===== config.mk =====
export PLATFORM = sky130hd
export DESIGN_NAME = matmul_apb_master
export DESIGN_NICKNAME = d
export VERILOG_FILES = /design/src/rtl/matmul_apb_master.sv
export SDC_FILE = /design/constraint.sdc
export NUM_CORES = 1
export LEC_CHECK = 0
export CORE_AREA = 2 2 105 107
export DETAILED_ROUTE_END_ITERATION = 6
export DIE_AREA = 0 0 107 109
export PLACE_DENSITY = 0.85
export SYNTH_ARGS = -nofsm -noshare
export SYNTH_HDL_FRONTEND = slang
export SYNTH_SLANG_ARGS = --single-unit

===== constraint.sdc =====
create_clock -name clk_i -period 2.2 [get_ports clk_i]
set_input_delay 0.44 -clock clk_i [delete_from_list [all_inputs] [get_ports clk_i]]
set_output_delay 0.44 -clock clk_i [all_outputs]
set_load 0.05 [all_outputs]

===== src/rtl/matmul_apb_master.sv =====
// matmul_apb_master: turns single valid/ready commands into APB transfers
// toward the matmul accelerator and returns read data / error status on a
// valid/ready response channel. One transfer outstanding at a time.
//
// Optional feature macro: MATMUL_APB_TIMEOUT_EN
//   defined   -> ACCESS is aborted with err=1 after TIMEOUT_CYC wait cycles
//   undefined -> ACCESS waits for pready_i indefinitely
//
// state  | meaning
// IDLE   | ready for a command (cmd_ready_o=1)
// SETUP  | APB setup phase, psel=1 penable=0
// ACCESS | APB access phase, waiting for pready_i
// RESP   | response held on rsp_* until rsp_ready_i
module matmul_apb_master #(
    parameter int BUS_WIDTH   = 32,
    parameter int ADDR_WIDTH  = 32,
    parameter int TIMEOUT_CYC = 16
) (
    input  logic                    clk_i,
    input  logic                    rst_i,
    input  logic                    cmd_valid_i,
    output logic                    cmd_ready_o,
    input  logic                    cmd_write_i,
    input  logic [ADDR_WIDTH-1:0]   cmd_addr_i,
    input  logic [BUS_WIDTH-1:0]    cmd_wdata_i,
    input  logic [BUS_WIDTH/8-1:0]  cmd_strb_i,
    output logic                    rsp_valid_o,
    input  logic                    rsp_ready_i,
    output logic [BUS_WIDTH-1:0]    rsp_rdata_o,
    output logic                    rsp_err_o,
    output logic                    psel_o,
    output logic                    penable_o,
    output logic                    pwrite_o,
    output logic [ADDR_WIDTH-1:0]   paddr_o,
    output logic [BUS_WIDTH-1:0]    pwdata_o,
    output logic [BUS_WIDTH/8-1:0]  pstrb_o,
    input  logic [BUS_WIDTH-1:0]    prdata_i,
    input  logic                    pready_i,
    input  logic                    pslverr_i
);

    localparam int STRB_WIDTH = BUS_WIDTH / 8;
    localparam logic [ADDR_WIDTH-1:0] ALIGN_MASK = ADDR_WIDTH'(STRB_WIDTH - 1);

    if (TIMEOUT_CYC < 1 || (BUS_WIDTH % 8) != 0) begin : g_bad_params
        $error("matmul_apb_master: TIMEOUT_CYC must be >= 1 and BUS_WIDTH a multiple of 8");
    end

    typedef enum logic [1:0] {IDLE, SETUP, ACCESS, RESP} state_t;

    state_t                  state, state_nxt;
    logic                    cmd_ready_nxt, rsp_valid_nxt, rsp_err_nxt;
    logic [BUS_WIDTH-1:0]    rsp_rdata_nxt;
    logic                    psel_nxt, penable_nxt, pwrite_nxt;
    logic [ADDR_WIDTH-1:0]   paddr_nxt;
    logic [BUS_WIDTH-1:0]    pwdata_nxt;
    logic [STRB_WIDTH-1:0]   pstrb_nxt;
    logic                    aligned;

`ifdef MATMUL_APB_TIMEOUT_EN
    localparam int CNT_W = $clog2(TIMEOUT_CYC + 1);
    logic [CNT_W-1:0] wait_cnt, wait_cnt_nxt;
`endif

    assign aligned = (cmd_addr_i & ALIGN_MASK) == '0;

    // Next state and next values of every registered output.
    always_comb begin
        state_nxt     = state;
        cmd_ready_nxt = cmd_ready_o;
        rsp_valid_nxt = rsp_valid_o;
        rsp_err_nxt   = rsp_err_o;
        rsp_rdata_nxt = rsp_rdata_o;
        psel_nxt      = psel_o;
        penable_nxt   = penable_o;
        pwrite_nxt    = pwrite_o;
        paddr_nxt     = paddr_o;
        pwdata_nxt    = pwdata_o;
        pstrb_nxt     = pstrb_o;
`ifdef MATMUL_APB_TIMEOUT_EN
        wait_cnt_nxt  = wait_cnt;
`endif
        unique case (state)
            IDLE: begin
                if (cmd_valid_i) begin
                    cmd_ready_nxt = 1'b0;
                    if (aligned) begin
                        state_nxt   = SETUP;
                        psel_nxt    = 1'b1;
                        penable_nxt = 1'b0;
                        pwrite_nxt  = cmd_write_i;
                        paddr_nxt   = cmd_addr_i;
                        // reads put nothing on the write lanes
                        pwdata_nxt  = cmd_write_i ? cmd_wdata_i : '0;
                        pstrb_nxt   = cmd_write_i ? cmd_strb_i : '0;
`ifdef MATMUL_APB_TIMEOUT_EN
                        wait_cnt_nxt = '0;
`endif
                    end else begin
                        // misaligned: answer with an error, no bus activity
                        state_nxt     = RESP;
                        rsp_valid_nxt = 1'b1;
                        rsp_err_nxt   = 1'b1;
                        rsp_rdata_nxt = '0;
                    end
                end
            end
            SETUP: begin
                state_nxt   = ACCESS;
                penable_nxt = 1'b1;
            end
            ACCESS: begin
                if (pready_i) begin
                    state_nxt     = RESP;
                    psel_nxt      = 1'b0;
                    penable_nxt   = 1'b0;
                    rsp_valid_nxt = 1'b1;
                    rsp_err_nxt   = pslverr_i;
                    rsp_rdata_nxt = (!pwrite_o && !pslverr_i) ? prdata_i : '0;
                end
`ifdef MATMUL_APB_TIMEOUT_EN
                else if (wait_cnt == CNT_W'(TIMEOUT_CYC - 1)) begin
                    state_nxt     = RESP;
                    psel_nxt      = 1'b0;
                    penable_nxt   = 1'b0;
                    rsp_valid_nxt = 1'b1;
                    rsp_err_nxt   = 1'b1;
                    rsp_rdata_nxt = '0;
                end else begin
                    wait_cnt_nxt = wait_cnt + CNT_W'(1);
                end
`endif
            end
            RESP: begin
                if (rsp_ready_i) begin
                    state_nxt     = IDLE;
                    rsp_valid_nxt = 1'b0;
                    cmd_ready_nxt = 1'b1;
                end
            end
            default: state_nxt = IDLE;
        endcase
    end

    // State and output registers; reset abandons any transfer or response.
    always_ff @(posedge clk_i) begin
        if (rst_i) begin
            state       <= IDLE;
            cmd_ready_o <= 1'b1;
            rsp_valid_o <= 1'b0;
            rsp_err_o   <= 1'b0;
            rsp_rdata_o <= '0;
            psel_o      <= 1'b0;
            penable_o   <= 1'b0;
            pwrite_o    <= 1'b0;
            paddr_o     <= '0;
            pwdata_o    <= '0;
            pstrb_o     <= '0;
`ifdef MATMUL_APB_TIMEOUT_EN
            wait_cnt    <= '0;
`endif
        end else begin
            state       <= state_nxt;
            cmd_ready_o <= cmd_ready_nxt;
            rsp_valid_o <= rsp_valid_nxt;
            rsp_err_o   <= rsp_err_nxt;
            rsp_rdata_o <= rsp_rdata_nxt;
            psel_o      <= psel_nxt;
            penable_o   <= penable_nxt;
            pwrite_o    <= pwrite_nxt;
            paddr_o     <= paddr_nxt;
            pwdata_o    <= pwdata_nxt;
            pstrb_o     <= pstrb_nxt;
`ifdef MATMUL_APB_TIMEOUT_EN
            wait_cnt    <= wait_cnt_nxt;
`endif
        end
    end

endmodule


**After elaboration in Yosys (flattened, before gate mapping)**

Index checks and enable logic that the tools add are counted.

- Flip-flop bits (word level): 108
- Bits of input ports: 107
- Output and inout bits: 106
- Logic and storage cells: 64

- Eq/ne operators: 8
- Muxes and demuxes: 29
- Reduce and logical (&&, ||, !) cells: 16

Operators with widths:

| operator | count |
|---|---|
| $mux W32 | 5 |
| $pmux W32 S2 | 1 |
| $logic_not A32 Y1 | 1 |
| $mux W1 | 12 |
| $reduce_and A4 Y1 | 3 |
| $ne A2 B2 Y1 const B | 5 |
| $reduce_and A3 Y1 | 3 |
| $mux W2 | 4 |
| $pmux W2 S4 | 1 |
| $pmux W1 S2 | 3 |
| $pmux W1 S3 | 2 |
| $reduce_bool A3 Y1 | 2 |
| $reduce_and A5 Y1 | 1 |
| $eq A2 B2 Y1 const B | 2 |
| $mux W4 | 1 |
| $reduce_bool A2 Y1 | 2 |
| $eq A2 B1 Y1 const B | 1 |
| $logic_not A1 Y1 | 2 |
| $logic_not A2 Y1 | 1 |
| $logic_and A1 B1 Y1 | 1 |

**Logic depth before layout (Yosys ltp)**

- Depth in word-level cells: 5
- Depth in mapped cells: 9
- Mapped depth without buffers: 6

**Least setup slack after synthesis**

OpenSTA, ideal clock, no wires.

- Path kind: reg-to-reg
- From: register state[0]
- To: register rsp_err_o
- Setup time: 0.088 ns
- Arrival time: 1.714 ns
- Required time: 2.112 ns
- Setup slack: 0.398 ns
- Stages on the path, launching flop included: 9
- Buffers on the path: 2
- Clock period less this slack: 1.802 ns
- Path through: dfxtp_1 > inv_1 > ha_1 > buf_2 > nor2b_4 > a2111oi_4 > buf_6 > nor2_1 > a311oi_2

- Longest elaborated chain between the ends: 3
- Elaborated cells on any way between the ends: 8
- Classes of those cells: 4 x eq/ne; 1 x mux; 3 x reduce/logical

Ends and longest elaborated chain:

| element | RTL line | source |
|---|---|---|
| from (decl) | 51 | `state_t state, state_nxt;` |
| from (signal assigned) | 163 | `state <= state_nxt;` |
| $eq A2 B2 Y1 or $logic_not A2 Y1 (tied branches) | 83 | `unique case (state)` |
| $ne A2 B2 Y1 (no source line) or $reduce_bool A2 Y1 (tied branches) | -- |  |
| $reduce_and A4 Y1 (no source line) | -- |  |
| to (signal assigned) | 166 | `rsp_err_o <= rsp_err_nxt;` |
| to (decl) | 30 | `output logic rsp_err_o,` |

Parallel ways exist; a longest one is shown, timed or not.
A chain may end at the register's enable or synchronous reset.

**Worst setup path in the final report**

- From: register pwrite_o
- To: output port pwrite_o

RTL lines:

| element | RTL line | source |
|---|---|---|
| from (decl) | 33 | `output logic pwrite_o,` |
| from (signal assigned) | 170 | `pwrite_o <= pwrite_nxt;` |

No word-level cell between the ends.

==> reports/results.tsv <==
metric	value	unit
ys_top_cells_by_count	108 x dfxtp_1, 100 x nand2_1, 72 x a21oi_1	
h-tree-depth	3	
setup_viol	0	
slowest_stage	clkdlybuf4s50_1	
syn2layout_area_growth	59.78	%
crit_type	reg -> out	
grt_pass1_vias	3985	
cts_buffer_depth	2	
path_clk_slew	0.09	ns
tns	0	ns
antenna_found_initial	0	
cts_sinks	108	
yosysWarningCount	0	
routed_via_density	4.968	
ant_nets	0	
grt_max_degree	109	
grt_pass1_wl	18800	µm
power.total	5.430	mW
dp_hpwl	8662	µm
crit_buf_inv	1	
die_y	109	µm
core	10600	µm²
synth_nets	609	
required	1.76	ns
synth_edf_count	0	
max-cap-violations	0	
slew_headroom	62.94	%
die_w	107	µm
pin_count	213	
worst_setup_path_start_kind	register	
postLayoutCellArea	6641	µm²
cellLeakagePower	2.252	nW
firstDrtPassIters	4	
grt-ovfl-total	0	
cp_max_fo	3	
antennaDiodeCount	0	
ys_ff_latch	108	
tritoncts	built	
routedWlPerCell	14.43	µm
drt_iter0_markers	211	
syn_inst	495	
skew	0.005758	ns
die_area	11660	µm²
ys_types	31	
end_kind	output port	
vias	4148	
place_area	6442	µm²
path_cells	clkdlybuf4s50_1	
wl_met2	5958	µm
met1Wirelength	4897	µm
ir_worst_vdd	0.0004279	V
hold_viol	0	
synthFlopType	dfxtp_1	
nets	804	
max_stage_delay	0.85	ns
cts_inserted_buffers	9	
fin_crit_sh	93.82	%
final_max_slew_viol_count	0	
dr.max_layer_used	met4	
synth.area.top_cells	dfxtp_1 52%, nand2_1 9.0%, a21oi_1 8.7%	
drc	0	
tightest_slew	0.5542	ns
place_congestion	0.8101	
arrival	1.62	ns
yosysMostFrequentCell	dfxtp_1	
gr-usage-all-layers	20.02	%
period_needed	2.064	ns
power.density	817.6	nW/µm²
synth_seq_area_share	52.02	%
syn_area_per_cell	8.397	µm²
clk-insertion-delay-late	0.36	ns
syn_area	4156	µm²
io_buffer_count	212	
synthArstFlopShare	0	%
outcome	finished, final reports clean	
start_util	39.20	%
hold_path.class	in -> reg	
clock.fmax	484.5	MHz
rsz0062_at_grt	false	
root_buffer	clkbuf_8	
rows	38	
drt_wl_total	12050	µm
final_core_util	62.64	%
critPathTopFamily	buffers and inverters	
wl_met3	924	µm
drive_gt1_share	4.748	%
yosys.area.top_type	dfxtp_1	
netlist.area_leader.share	52.02	%
## layer usage
layer  GRT usage [%]  vias up
met3           6.037       26
met4           8.534        0
met2           34.94      155
li1                -     2043
met5               0        -
met1           22.80     1924
## placed cells by master (no fill, tap or decap), drive strengths merged
master,n
a311oi,2
nor4,1
or3,1
nor2,8
mux2i,2
nand2,100
inv,4
ha,7
a2111oi,1
nor3b,2
o21ai,33
dfxtp,108
o32ai,1
nor3,3
a21oi,72
nor2b,3
o21bai,1
a211o,1
nand2b,34
nor4b,1
buf,14
o2111ai,1
clkdlybuf4s50,211
nand3,68
bufinv,1
clkbuf,15
## state kept, by name (all words and copies together) (netlist names)
signal       flops
pwdata_o        32
rsp_valid_o      1
penable_o        1
psel_o           1
pwrite_o         1
rsp_rdata_o     32
rsp_err_o        1
state            2
pstrb_o          4
paddr_o         32
cmd_ready_o      1
## final timing paths
check | end | cells after the start | slack [ns] | start
worst max-delay path | pwrite_o | 1 | 0.14 | pwrite_o
worst min-delay path | rsp_rdata_o[13] | 4 | 0.43 | rst_i
worst max register to register | rsp_rdata_o[9] | 8 | 0.22 | state[0]
worst min register to register | pwdata_o[12] | 2 | 0.46 | pwdata_o[12]
## repair_timing
action | CTS | global route
setup buffers | 0 | 0
setup endpoints to repair | 0 | 1
gates resized for setup | 0 | 1
hold buffers | 0 | 0
## area by class of cell
cell class	instances	area [µm²]
Fill cell	881	3961
Timing Repair Buffer	225	2305
Sequential cell	108	2162
Multi-Input combinational cell	342	1788
Tap cell	140	175.2
Clock buffer	15	166.4
Clock inverter	1	30.03
Inverter	4	15.01
## stage by stage
step | setup slack [ns] | std cells | hold slack [ns]
after floorplan | 0.3981 | 495 | 0.5230
after global placement | 0.09743 | 819 | 0.4372
after detailed placement | 0.03178 | 819 | 0.4459
after CTS | 0.1022 | 835 | 0.4028
after global routing | 0.06034 | 835 | 0.4378
final | 0.1359 | 835 | 0.4263
## cells by family (layout without fill, tap and decap cells)
family / after synthesis / in the layout / synth area share [%]
buffers and inverters: 45 / 245 / 5.358
adder cells (fa/ha/maj): 7 / 7 / 2.107
AND/OR/NAND/NOR: 221 / 221 / 25.35
multiplexers: 2 / 2 / 0.4817
flip-flops: 108 / 108 / 52.02
AO/OA/AOI/OAI: 112 / 112 / 14.69
## report_power, final
part           switching [mW]  leakage (nW)  internal, mW
Sequential             0.0913         0.874          2.10
Combinational            1.20          1.28         0.833
Clock                   0.617        0.0979         0.593
Total                    1.91          2.25          3.52
Power figures use the tool's default switching activity.
